$ cat config.mk
export PLATFORM = sky130hd
export DESIGN_NAME = chdr_16sc_tx_deframer_flat
export DESIGN_NICKNAME = d
export VERILOG_FILES = /design/src/rtl/chdr_16sc_tx_deframer_if.sv /design/src/rtl/chdr_16sc_tx_deframer.sv /design/src/flat_wrapper.sv
export SDC_FILE = /design/constraint.sdc
export NUM_CORES = 1
export LEC_CHECK = 0
export CAP_MARGIN = 40
export CORE_MARGIN = 4
export CORE_UTILIZATION = 30
export CTS_CLUSTER_SIZE = 25
export DETAILED_ROUTE_END_ITERATION = 6
export GPL_TIMING_DRIVEN = 0
export PLACE_DENSITY = 0.58
export SYNTH_ARGS = -nofsm -noshare
export SYNTH_HDL_FRONTEND = slang
export SYNTH_SLANG_ARGS = --single-unit
export TNS_END_PERCENT = 20
$ cat constraint.sdc
create_clock -name clk -period 3.2 [get_ports clk]
set_input_delay 0.96 -clock clk [delete_from_list [all_inputs] [get_ports clk]]
set_output_delay 0.96 -clock clk [all_outputs]
set_load 0.02 [all_outputs]
$ cat src/rtl/chdr_16sc_tx_deframer_if.sv
// CHDR line input stream and sc16 sample output stream with per-packet sideband,
// bundled for the TX deframer (slave = deframer, master = upstream/downstream driver).
interface chdr_16sc_tx_deframer_if;
  logic [63:0] i_tdata;
  logic        i_tlast;
  logic        i_tvalid;
  logic        i_tready;
  logic [31:0] o_tdata;
  logic        o_tlast;
  logic        o_tvalid;
  logic        o_tready;
  logic        o_sof;
  logic        o_has_time;
  logic [63:0] o_time;
  logic        o_eob;

  modport slave (
    input  i_tdata, i_tlast, i_tvalid, o_tready,
    output i_tready, o_tdata, o_tlast, o_tvalid, o_sof, o_has_time, o_time, o_eob
  );

  modport master (
    output i_tdata, i_tlast, i_tvalid, o_tready,
    input  i_tready, o_tdata, o_tlast, o_tvalid, o_sof, o_has_time, o_time, o_eob
  );
endinterface

$ cat src/rtl/chdr_16sc_tx_deframer.sv
// Strips CHDR header/timestamp from 64-bit sc16 packets and emits one sample per beat,
// with latched packet metadata and sequence/length error reporting.
module chdr_16sc_tx_deframer #(
  parameter logic [7:0] BASE = 8'd0
) (
  input  logic                           clk,
  input  logic                           reset_n,
  input  logic                           set_stb,
  input  logic [7:0]                     set_addr,
  input  logic [31:0]                    set_data,
  chdr_16sc_tx_deframer_if.slave         strm,
  output logic                           eob_empty,
  output logic                           seq_err,
  output logic                           len_err,
  output logic [15:0]                    err_count
);

  typedef enum logic [2:0] {
    ST_HEADER,
    ST_TIME,
    ST_FIRST,
    ST_SECOND,
    ST_DRAIN
  } state_t;

  state_t      state_q, state_d;
  logic [15:0] rem_q, rem_d;
  logic        has_time_q, has_time_d;
  logic        eob_q, eob_d;
  logic [63:0] time_q, time_d;
  logic        sof_q, sof_d;
  logic [11:0] seq_exp_q, seq_exp_d;
  logic        seq_valid_q, seq_valid_d;
  logic        seq_err_q, seq_err_d;
  logic        len_err_q, len_err_d;
  logic [15:0] err_cnt_q, err_cnt_d;
  logic        check_en_q, check_en_d;
  logic        eob_empty_q, eob_empty_d;

  logic        in_rdy, out_vld, out_last;
  logic [31:0] out_data;
  logic        in_hs, out_hs;
  logic        seq_evt, len_evt, ctrl_wr, clr;
  logic [15:0] hdr_len, hdr_bytes, hdr_rem;
  logic [11:0] hdr_seq;
  logic        unused_set_data;

  assign unused_set_data = ^set_data[31:2];

  assign hdr_len   = strm.i_tdata[47:32];
  assign hdr_seq   = strm.i_tdata[59:48];
  assign hdr_bytes = strm.i_tdata[61] ? 16'd16 : 16'd8;
  assign hdr_rem   = (hdr_len >= hdr_bytes) ? ((hdr_len - hdr_bytes) >> 2) : 16'd0;

  // A tlast line seen in FIRST while more samples are claimed still holds a valid
  // lower sample, so it is forwarded and SECOND closes the packet as truncated.
  always_comb begin
    in_rdy   = 1'b0;
    out_vld  = 1'b0;
    out_last = 1'b0;
    out_data = strm.i_tdata[63:32];
    unique case (state_q)
      ST_HEADER, ST_TIME, ST_DRAIN: in_rdy = 1'b1;
      ST_FIRST: begin
        out_vld  = strm.i_tvalid;
        out_last = (rem_q == 16'd1);
        in_rdy   = (rem_q == 16'd1) ? strm.o_tready : 1'b0;
      end
      ST_SECOND: begin
        out_data = strm.i_tdata[31:0];
        out_vld  = strm.i_tvalid;
        out_last = (rem_q == 16'd1) || strm.i_tlast;
        in_rdy   = strm.o_tready;
      end
      default: in_rdy = 1'b1;
    endcase
  end

  assign in_hs  = strm.i_tvalid && in_rdy;
  assign out_hs = out_vld && strm.o_tready;

  always_comb begin
    state_d     = state_q;
    rem_d       = rem_q;
    has_time_d  = has_time_q;
    eob_d       = eob_q;
    time_d      = time_q;
    sof_d       = sof_q;
    seq_exp_d   = seq_exp_q;
    seq_valid_d = seq_valid_q;
    eob_empty_d = 1'b0;
    seq_evt     = 1'b0;
    len_evt     = 1'b0;

    unique case (state_q)
      ST_HEADER: begin
        if (in_hs) begin
          has_time_d  = strm.i_tdata[61];
          eob_d       = strm.i_tdata[60];
          rem_d       = hdr_rem;
          sof_d       = 1'b1;
          seq_exp_d   = hdr_seq + 12'd1;
          seq_valid_d = 1'b1;
          if (!strm.i_tdata[61]) time_d = 64'd0;
          if (seq_valid_q && check_en_q && (hdr_seq != seq_exp_q)) seq_evt = 1'b1;
          if (strm.i_tlast) begin
            state_d     = ST_HEADER;
            eob_empty_d = strm.i_tdata[60] && (hdr_rem == 16'd0);
          end else if (strm.i_tdata[61]) begin
            state_d = ST_TIME;
          end else if (hdr_rem == 16'd0) begin
            state_d = ST_DRAIN;
            len_evt = 1'b1;
          end else begin
            state_d = ST_FIRST;
          end
        end
      end
      ST_TIME: begin
        if (in_hs) begin
          time_d = strm.i_tdata;
          if (strm.i_tlast) begin
            state_d     = ST_HEADER;
            eob_empty_d = eob_q && (rem_q == 16'd0);
          end else if (rem_q == 16'd0) begin
            state_d = ST_DRAIN;
            len_evt = 1'b1;
          end else begin
            state_d = ST_FIRST;
          end
        end
      end
      ST_FIRST: begin
        if (out_hs) begin
          rem_d = rem_q - 16'd1;
          sof_d = 1'b0;
          if (rem_q == 16'd1) begin
            if (strm.i_tlast) begin
              state_d = ST_HEADER;
            end else begin
              state_d = ST_DRAIN;
              len_evt = 1'b1;
            end
          end else begin
            state_d = ST_SECOND;
          end
        end
      end
      ST_SECOND: begin
        if (out_hs) begin
          rem_d = rem_q - 16'd1;
          sof_d = 1'b0;
          if (strm.i_tlast) begin
            state_d = ST_HEADER;
            if (rem_q > 16'd1) len_evt = 1'b1;
          end else if (rem_q == 16'd1) begin
            state_d = ST_DRAIN;
            len_evt = 1'b1;
          end else begin
            state_d = ST_FIRST;
          end
        end
      end
      ST_DRAIN: begin
        if (in_hs && strm.i_tlast) state_d = ST_HEADER;
      end
      default: state_d = ST_HEADER;
    endcase
  end

  // Error flags and counter; a clear in the same cycle as an error wins.
  always_comb begin
    ctrl_wr    = set_stb && (set_addr == BASE);
    clr        = ctrl_wr && set_data[0];
    check_en_d = ctrl_wr ? set_data[1] : check_en_q;
    seq_err_d  = seq_err_q | seq_evt;
    len_err_d  = len_err_q | len_evt;
    err_cnt_d  = err_cnt_q;
    if ((seq_evt || len_evt) && (err_cnt_q != 16'hFFFF)) err_cnt_d = err_cnt_q + 16'd1;
    if (clr) begin
      seq_err_d = 1'b0;
      len_err_d = 1'b0;
      err_cnt_d = 16'd0;
    end
  end

  always_ff @(posedge clk or negedge reset_n) begin
    if (!reset_n) begin
      state_q     <= ST_HEADER;
      rem_q       <= 16'd0;
      has_time_q  <= 1'b0;
      eob_q       <= 1'b0;
      time_q      <= 64'd0;
      sof_q       <= 1'b0;
      seq_exp_q   <= 12'd0;
      seq_valid_q <= 1'b0;
      seq_err_q   <= 1'b0;
      len_err_q   <= 1'b0;
      err_cnt_q   <= 16'd0;
      check_en_q  <= 1'b1;
      eob_empty_q <= 1'b0;
    end else begin
      state_q     <= state_d;
      rem_q       <= rem_d;
      has_time_q  <= has_time_d;
      eob_q       <= eob_d;
      time_q      <= time_d;
      sof_q       <= sof_d;
      seq_exp_q   <= seq_exp_d;
      seq_valid_q <= clr ? 1'b0 : seq_valid_d;
      seq_err_q   <= seq_err_d;
      len_err_q   <= len_err_d;
      err_cnt_q   <= err_cnt_d;
      check_en_q  <= check_en_d;
      eob_empty_q <= eob_empty_d;
    end
  end

  assign strm.i_tready   = in_rdy;
  assign strm.o_tvalid   = out_vld;
  assign strm.o_tlast    = out_last;
  assign strm.o_tdata    = out_data;
  assign strm.o_sof      = sof_q && ((state_q == ST_FIRST) || (state_q == ST_SECOND));
  assign strm.o_eob      = eob_q && ((state_q == ST_FIRST) || (state_q == ST_SECOND));
  assign strm.o_has_time = has_time_q;
  assign strm.o_time     = time_q;

  assign eob_empty = eob_empty_q;
  assign seq_err   = seq_err_q;
  assign len_err   = len_err_q;
  assign err_count = err_cnt_q;

endmodule

$ cat src/flat_wrapper.sv
// flat-port wrapper written by rule: the top's interface ports become plain ports
module chdr_16sc_tx_deframer_flat 
#(
  parameter logic [7:0] BASE = 8'd0
)
  (clk, reset_n, set_stb, set_addr, set_data, eob_empty, seq_err, len_err, err_count, strm_i_tdata, strm_i_tlast, strm_i_tvalid, strm_o_tready, strm_i_tready, strm_o_tdata, strm_o_tlast, strm_o_tvalid, strm_o_sof, strm_o_has_time, strm_o_time, strm_o_eob);
  chdr_16sc_tx_deframer_if strm_i ();
  input  logic clk;
  input  logic reset_n;
  input  logic set_stb;
  input  logic [7:0] set_addr;
  input  logic [31:0] set_data;
  output logic eob_empty;
  output logic seq_err;
  output logic len_err;
  output logic [15:0] err_count;
  input wire logic [$bits(strm_i.i_tdata)-1:0] strm_i_tdata;
  input wire logic [$bits(strm_i.i_tlast)-1:0] strm_i_tlast;
  input wire logic [$bits(strm_i.i_tvalid)-1:0] strm_i_tvalid;
  input wire logic [$bits(strm_i.o_tready)-1:0] strm_o_tready;
  output wire logic [$bits(strm_i.i_tready)-1:0] strm_i_tready;
  output wire logic [$bits(strm_i.o_tdata)-1:0] strm_o_tdata;
  output wire logic [$bits(strm_i.o_tlast)-1:0] strm_o_tlast;
  output wire logic [$bits(strm_i.o_tvalid)-1:0] strm_o_tvalid;
  output wire logic [$bits(strm_i.o_sof)-1:0] strm_o_sof;
  output wire logic [$bits(strm_i.o_has_time)-1:0] strm_o_has_time;
  output wire logic [$bits(strm_i.o_time)-1:0] strm_o_time;
  output wire logic [$bits(strm_i.o_eob)-1:0] strm_o_eob;
  assign strm_i.i_tdata = strm_i_tdata;
  assign strm_i.i_tlast = strm_i_tlast;
  assign strm_i.i_tvalid = strm_i_tvalid;
  assign strm_i.o_tready = strm_o_tready;
  assign strm_i_tready = strm_i.i_tready;
  assign strm_o_tdata = strm_i.o_tdata;
  assign strm_o_tlast = strm_i.o_tlast;
  assign strm_o_tvalid = strm_i.o_tvalid;
  assign strm_o_sof = strm_i.o_sof;
  assign strm_o_has_time = strm_i.o_has_time;
  assign strm_o_time = strm_i.o_time;
  assign strm_o_eob = strm_i.o_eob;
  chdr_16sc_tx_deframer #(.BASE(BASE)) u_core (.clk(clk), .reset_n(reset_n), .set_stb(set_stb), .set_addr(set_addr), .set_data(set_data), .strm(strm_i), .eob_empty(eob_empty), .seq_err(seq_err), .len_err(len_err), .err_count(err_count));
endmodule
[Word-level counts from Yosys, hierarchy flattened]
Cells that the tools add are included.
Word-level totals
  register bits after elaboration: 119
  input bits: 110
  output and inout bits: 121
  word-level logic and storage cells: 126
Operators by class
  add/subtract/negate cells: 4
  magnitude comparators: 2
  equality and inequality tests: 14
  mux-type cells: 61
  bitwise gates (word level): 2
  reduce and logical (&&, ||, !) cells: 30
Operators with widths (count)
  $mux 64: 3
  $pmux 64 s2: 1
  $mux 16: 4
  $mux 3: 14
  $logic_not 16->1: 2
  $mux 32: 1
  $pmux 16 s2: 1
  $mux 1: 29
  $add 16x1->16 const B: 1
  $eq 16x1->1 const B: 1
  $ge 16x16->1: 1
  $gt 16x1->1 const B: 1
  $ne 16x16->1 const B: 1
  $sub 16x1->16 const B: 1
  $sub 16x16->16: 1
  $pmux 3 s5: 1
  $mux 14: 1
  $add 12x1->12 const B: 1
  $logic_and 1x1->1: 12
  $ne 12x12->1: 1
  $ne 2x1->1 const B: 6
  $reduce_bool 2->1: 5
  $logic_not 8->1: 1
  $pmux 1 s2: 4
  14 further kinds: 19

[Logic depth before layout (Yosys ltp)]
Gate-level depths: netlist of the first run.
  depth in word-level cells: 13
  mapped depth: 13
  mapped depth without buffers: 11

[Worst setup path before layout of the first run]
No wires, ideal clock.
  path type: input-to-reg
  from: input strm_i_tdata[61]
  to: register u_core.err_cnt_q[10], in the netlist u_core.err_count[10]
  library setup time: 0.078 ns
  arrival time: 3.536 ns
  data required time: 3.122 ns
  slack: -0.414 ns
  stages: 12
  buffers on the path: 1
  path through: inv_1 ha_1 fa_1 or4b_1 buf_2 nor4_1 xnor2_1 nand4_1 nor3_4 nor2_2 or4_1 a21oi_1
On the way
  longest elaborated chain between the ends: 12
  elaborated cells on any way between the ends: 13
  those cells by class: add/sub: 1; order compare: 1; mux: 7; reduce/logical: 4
RTL lines
  from (decl): RTL line flat_wrapper.sv:17  | input wire logic [$bits(strm_i.i_tdata)-1:0] strm_i_tdata;
  $mux 5: RTL line chdr_16sc_tx_deframer.sv:52  | assign hdr_bytes = strm.i_tdata[61] ? 16'd16 : 16'd8;
  $sub 16x16->16 / $ge 16x16->1 (equally long branches): RTL line chdr_16sc_tx_deframer.sv:53  | assign hdr_rem = (hdr_len >= hdr_bytes) ? ((hdr_len - hdr_bytes) >> 2) : 16'd0;
  $mux 14: RTL line chdr_16sc_tx_deframer.sv:53
  $logic_not 16->1: RTL line chdr_16sc_tx_deframer.sv:111  | end else if (hdr_rem == 16'd0) begin
  $mux 1: RTL line chdr_16sc_tx_deframer.sv:111
  $mux 1 *: RTL line chdr_16sc_tx_deframer.sv:109  | end else if (strm.i_tdata[61]) begin
  $mux 1 *: RTL line chdr_16sc_tx_deframer.sv:106  | if (strm.i_tlast) begin
  $mux 1 *: RTL line chdr_16sc_tx_deframer.sv:97  | if (in_hs) begin
  $pmux 1 s4 *: RTL line chdr_16sc_tx_deframer.sv:95  | unique case (state_q)
  $logic_or 1x1->1 *: RTL line chdr_16sc_tx_deframer.sv:179  | if ((seq_evt || len_evt) && (err_cnt_q != 16'hFFFF)) err_cnt_d = err_cnt_q + 16'd1;
  $logic_and 1x1->1 *: RTL line chdr_16sc_tx_deframer.sv:179
  $reduce_bool 2->1 (no line) *
  to (signal assigned): RTL line chdr_16sc_tx_deframer.sv:213  | err_cnt_q <= err_cnt_d;
  to (decl): RTL line chdr_16sc_tx_deframer.sv:36  | logic [15:0] err_cnt_q, err_cnt_d;
Every way passes the cells marked *; elsewhere a longest branch is shown, timed or not.
A chain may end at the register's enable or synchronous reset.

[Final worst setup path of the first run]
  from: input strm_i_tdata[61]
  to: register u_core.err_cnt_q[13], in the netlist u_core.err_count[13]
The elaborated chain is that of the path after synthesis.

==> impl_metrics.json, run 1 <==
{
  "postLayoutCellArea_um2": 9830,
  "portBuffers": 195,
  "violations": "negative setup slack",
  "seq_area_frac_synth": 0.455,
  "vias": 6481,
  "crit_fanout": 6,
  "ys_async_sr_fraction": 1.00,
  "rows": 53,
  "outcome": "finished with violations",
  "layout_setup_ws_ns": -0.0281,
  "netlist_area_um2": 6540,
  "grt_pass1_wl_mm": 35.8,
  "fin_nets": 1113,
  "tightest_slew_ns": 0.684,
  "maxSlewViolCount": 0,
  "vdd_drop_max_v": 0.000434,
  "syn_inst": 767,
  "fin_worst_skew_ns": 0.0102,
  "r2r-end": "u_core.err_count[10]$_DFFE_PN0P_",
  "hpwl_mm": 17.0,
  "worst_setup_hold_path_clk_slew_ns": 0.06,
  "reg2reg_depth": 9,
  "setup_tns_ns": -0.0494,
  "drive_gt1_frac": 0.136,
  "path_class": "input pin to register",
  "cts_root_buffer": "clkbuf_16",
  "drt_wl_total_mm": 23.0,
  "syn_avg_cell_area_um2": 8.53,
  "endpoint_kind": "register",
  "place_area_um2": 8930,
  "min_path_type": "input pin to async pin",
  "diodes": 0,
  "cp_data_required_time_ns": 3.54,
  "worst_setup_path_start_kind": "input pin",
  "final_cells": 1284,
  "grt_pass1_vias": 6362,
  "drc_errors": 0,
  "overflow": 0,
  "hold_violations": 0,
  "clk_latency_ns": 0.42,
  "die_w_um": 156,
  "fin_crit_ns": 3.23,
  "wl_per_cell_um": 17.9,
  "r2r_start": "u_core.state_q[1]$_DFFE_PN0P_",
  "drt_iter0_drc": 333,
  "die_y_um": 156,
  "drtPass1Iterations": 5,
  "antenna_found_initial": 0,
  "max_freq_ghz": 0.310,
  "ys_types": 56,
  "fp.coreArea_um2": 21200,
  "synth_nets": 884,
  "dp.cells": 1239,
  "ys_ff_latch": 119,
  "setup_viol": 2,
  "grtUsageTotal": 0.187,
  "synth-edff-count": 0,
  "power.density_nw_per_um2": 773,
  "start_util": 0.308,
  "die_area_um2": 24200,
  "cts.sinks": 119,
  "crit_arrival_ns": 3.57,
  "rsz0062_at_grt": "true",
  "synth-main-ff-cell": "dfrtp_1",
  "gp_congestion": 0.849,
  "drv_cap": 0,
  "total_leakage_power_uw": 0.00402,
  "max_slew_margin": 0.544,
  "cts_tree": "done",
  "yosys.area.top_type_share": 0.451,
  "ant_nets": 0,
  "viasPerCell": 5.05,
  "yosysWarnings": 0,
  "r2r_setup_slack_ns": 0.28,
  "syn_to_final_growth_pct": 50.2,
  "power_uw": 7590,
  "io_pins": 231,
  "clock_path_buffers": 2,
  "yosysTopAreaCell": "dfrtp_1",
  "synth_most_common_cell": "nand2_1",
  "synthTopCellsByArea": "dfrtp_1, nand2_1, o21ai_0",
  "numCtsBuffers": 17,
  "grt_max_degree": 87,
  "post-route-period-util": 1.01,
  "htreeDepth": 4,
  "synthTopCellsByCount": "nand2_1, dfrtp_1, o21ai_0",
  "final_util": 0.463
}
-- cell families (layout without fill, tap and decap cells) --
family,Yosys count,in the layout,synth area share
buffers and inverters,63,304,0.0379
adder cells (fa/ha/maj),7,7,0.0145
AO/OA/AOI/OAI,181,182,0.160
XOR/XNOR,36,36,0.0482
multiplexers,33,33,0.0566
AND/OR/NAND/NOR,328,328,0.227
flip-flops,119,119,0.455
-- stage by stage --
step           hold slack, ns  worst slack, ns
2_1_floorplan           0.439           -0.354
3_3_place_gp            0.462            -3.87
3_5_place_dp            0.466            -1.65
4_1_cts                 0.423          -0.0155
5_1_grt                 0.441           -0.128
6_report                0.427          -0.0281
-- layout make-up --
type,count,area (µm²)
buffer,44,224
clock buffer,18,429
clock inverter,14,174
fill,2111,11400
inverter,15,75.1
multi-input combinational,586,3520
sequential,119,2980
tap,275,344
timing repair buffer,213,2080
-- power breakdown --
part	switching, µW	total [µW]	internal, µW
Combinational	1910	3330	1410
Clock	747	1980	1230
Sequential	331	2290	1960
Total	2990	7590	4610
-- routing by layer --
layer	part of all wire	GRT usage
met2	0.46	0.296
met3	0.063	0.0436
met5	0	0
met1	0.46	0.255
met4	0.017	0.0550
-- registers in the layout (all words and copies together) (netlist names) --
name,flops
u_core.strm.o_has_time,1
u_core.seq_exp_q,12
u_core.seq_valid_q,1
u_core.state_q,3
u_core.strm.o_time,64
u_core.sof_q,1
u_core.check_en_q,1
u_core.len_err,1
u_core.rem_q,16
u_core.eob_q,1
u_core.seq_err,1
u_core.eob_empty,1
u_core.err_count,16
-- repair_timing --
action | in CTS | in global routing
hold buffers | 0 | 0
endpoints found under the setup margin | 84 | 48
cloned | 0 | 2
buffers inserted | 12 | 3
pin swaps | 12 | 13
gates resized for setup | 105 | 35
endpoints found under the hold margin | 0 | 0
-- placed cells by master, fill, tap and decap left out, types with 5 or more instances in the layout --
cell / synthesis / final
nor4_1: 9 / 6
dfrtp_1: 118 / 115
nor3_1: 10 / 10
mux2_2: 32 / 32
a31oi_1: 8 / 8
buf_4: 0 / 18
a21oi_1: 30 / 27
o211ai_1: 5 / 5
ha_1: 6 / 5
clkbuf_16: 0 / 17
inv_1: 15 / 12
xor2_1: 25 / 25
and2_1: 7 / 7
and3_1: 10 / 10
nand3_1: 20 / 17
nand2_1: 191 / 189
or3_1: 11 / 10
buf_6: 1 / 8
o21ai_0: 108 / 103
dlygate4sd2_1: 0 / 40
nand4_1: 7 / 7
clkbuf_1: 36 / 31
clkdlybuf4s50_1: 0 / 144
nor2_1: 42 / 40
xnor2_1: 11 / 10
-- worst max path at each step --
stage / startpoint / to / slack, ns / cells after the start
after global placement: reset_n / u_core.strm.o_time[10]$_DFFE_PN0P_ / -3.87 / 1
after detailed placement: strm_i_tdata[61] / u_core.err_count[13]$_DFFE_PN0P_ / -1.65 / 13
after floorplan: strm_i_tdata[61] / u_core.err_count[13]$_DFFE_PN0P_ / -0.35 / 12
final: strm_i_tdata[61] / u_core.err_count[13]$_DFFE_PN0P_ / -0.03 / 14
after global routing: strm_i_tdata[61] / u_core.err_count[13]$_DFFE_PN0P_ / -0.13 / 13
after CTS: u_core.rem_q[4]$_DFFE_PN0P_ / strm_i_tready / -0.02 / 7
-- worst max-delay path: stages --
cell	delay [ns]
buf_12	0.12
inv_16	0.05
ha_4	0.13
fa_2	0.20
or4b_4	0.49
buf_6	0.14
a311oi_2	0.20
a22oi_2	0.11
a2bb2oi_4	0.18
nor3_4	0.17
buf_6	0.17
o21ai_4	0.07
or4_1	0.40
a21oi_1	0.15
Note: power is estimated with default switching activity, not from simulation.
==> inputs of run 2 (changes only) <==
--- a/config.mk
+++ b/config.mk
@@ -6,7 +6,7 @@
 export NUM_CORES = 1
 export LEC_CHECK = 0
 export CAP_MARGIN = 40
-export CORE_MARGIN = 4
+export CORE_MARGIN = 3
 export CORE_UTILIZATION = 30
 export CTS_CLUSTER_SIZE = 25
 export DETAILED_ROUTE_END_ITERATION = 6
==> impl_metrics.json, run 2 (synthesized netlist as in run 1, its figures left out) <==
{
  "outcome": "finished with violations",
  "violations": "negative setup slack",
  "layout_setup_ws_ns": -0.0266,
  "die_area_um2": 23600,
  "dp.cells": 1238,
  "largest_reg_flops": 64,
  "crit_arrival_ns": 2.27,
  "cp_cell_sequence": "or4_4 > nor2_4 > nand3_2 > inv_1 > nand2_1 > a21oi_2 > buf_4",
  "final_cells": 1279,
  "r2r_setup_slack_ns": 0.34,
  "fin_worst_skew_ns": 0.0143,
  "hpwl_mm": 16.6,
  "path_class": "register to output port",
  "grt_pass1_vias": 6371,
  "overflow": 0,
  "syn_to_final_growth_pct": 50.1,
  "cts_tree": "done",
  "setup_tns_ns": -0.0673,
  "postLayoutCellArea_um2": 9820,
  "drc_errors": 0,
  "min_path_type": "input pin to async pin",
  "power.density_nw_per_um2": 770,
  "drv_cap": 0,
  "total_leakage_power_uw": 0.00403,
  "numCtsBuffers": 17,
  "final_common_cell": "nand2_1",
  "tightest_slew_ns": 0.848,
  "crit_fanout": 5,
  "fp.coreArea_um2": 21200,
  "htreeDepth": 4,
  "reg2reg_depth": 9,
  "worst_setup_hold_path_clk_slew_ns": 0.06,
  "post-route-period-util": 1.01,
  "hold_violations": 0,
  "viasPerCell": 5.04,
  "max_freq_ghz": 0.310,
  "vdd_drop_max_v": 0.000423,
  "gp_congestion": 0.834,
  "holdBufCountCts": 0,
  "die_y_um": 154,
  "cts_root_buffer": "clkbuf_16",
  "rsz0062_at_grt": "true",
  "diodes": 0,
  "worst_setup_path_start_kind": "register",
  "wl_per_cell_um": 17.6,
  "crit_slowest_cell": "or4_4",
  "endpoint_kind": "output port",
  "fin_crit_ns": 3.23,
  "drtPass1Iterations": 5,
  "cp_data_required_time_ns": 2.24,
  "portBuffers": 195,
  "drt_wl_total_mm": 22.5,
  "vias": 6448,
  "drt_iter0_drc": 348,
  "critPathMaxStageDelay_ns": 0.58,
  "crit_start": "u_core.rem_q[10]$_DFFE_PN0P_",
  "setup_viol": 4,
  "antenna_found_initial": 0,
  "die_w_um": 154,
  "ant_nets": 0,
  "clock_path_buffers": 2,
  "max_slew_margin": 0.432,
  "r2r-end": "u_core.err_count[10]$_DFFE_PN0P_",
  "cts.sinks": 119,
  "place_area_um2": 8920,
  "start_util": 0.308,
  "grt_pass1_wl_mm": 35.4,
  "clk_latency_ns": 0.42,
  "grt_max_degree": 82,
  "grtUsageTotal": 0.187,
  "io_pins": 231,
  "rows": 53,
  "setup.worst_path.end": "strm_o_tlast",
  "drive_gt1_frac": 0.131,
  "r2r_start": "u_core.state_q[1]$_DFFE_PN0P_",
  "fin_nets": 1109,
  "most-common-layout-cells": "nand2_1, clkdlybuf4s50_1, dfrtp_1, o21ai_0, nor2_1",
  "maxSlewViolCount": 0
}
==> run 2: changes by cell type in the layout (fill, tap and decap cells not counted), sizes merged <==
cell,delta
clkbuf,+1
dlygate4sd2,-3
clkdlybuf4s50,-1
buf,-6
inv,-1
dlymetal6s2s,+5
==> run 2: worst min path at each step <==
stage	slack, ns	depth (start not counted)	end	from
global placement	0.46	2	u_core.strm.o_time[15]$_DFFE_PN0P_	u_core.strm.o_time[15]$_DFFE_PN0P_
finish	0.44	1	u_core.err_count[5]$_DFFE_PN0P_	reset_n
detailed placement	0.46	2	u_core.check_en_q$_DFFE_PN1P_	u_core.check_en_q$_DFFE_PN1P_
CTS	0.45	1	u_core.err_count[3]$_DFFE_PN0P_	reset_n
floorplan	0.44	2	u_core.sof_q$_DFFE_PN0P_	u_core.sof_q$_DFFE_PN0P_
global route	0.46	1	u_core.err_count[5]$_DFFE_PN0P_	reset_n
==> run 2: critical path: cells and delay by family, from the launching register on <==
| family | cells | cell delay (ns) |
|---|---|---|
| buf+inv | 2 | 0.30 |
| simple gates | 4 | 0.98 |
| flops | 1 | 0.39 |
| compound gates | 1 | 0.18 |
==> run 2: power breakdown <==
group / total [µW] / internal (µW) / switching [µW]
registers: 2280 / 1960 / 320
clock network: 2000 / 1250 / 747
logic: 3290 / 1390 / 1900
==> run 2: repair_timing <==
item | 4_1_cts | 5_1_grt
endpoints found under the setup margin | 108 | 50
resized for setup | 101 | 36
buffers inserted | 7 | 5
cloned | 1 | 0
pin swaps | 11 | 9
==> run 2: through the flow <==
| step | hold WS, ns | power (µW) | utilization | setup slack, ns |
|---|---|---|---|---|
| finish | 0.440 | 7560 | 0.463 | -0.0266 |
| global route | 0.462 | 8020 | 0.463 | -0.114 |
| CTS | 0.450 | 7590 | 0.456 | -0.0340 |
| detailed placement | 0.462 | 5580 | 0.421 | -1.68 |
| global placement | 0.460 | 5550 | 0.419 | -3.89 |
| floorplan | 0.439 | 4060 | - | -0.354 |
==> run 2: layer usage <==
metal  GRT usage  vias up  routed length (µm)
met2       0.303      199               10600
li1            -     3118                   -
met5           0        -                   0
met3      0.0439       18                1250
met1       0.258     3113               10400
met4      0.0362        0                 174
==> run 2: area by class of cell <==
cell class              count  area [µm²]
plain buffers              45         234
clock inverters            13         173
well taps                 275         344
flip-flops and latches    119        2980
repair buffers            208        2060
inverters                  15        75.1
clock buffers              18         439
multi-input cells         586        3510
fillers                  2095       11400
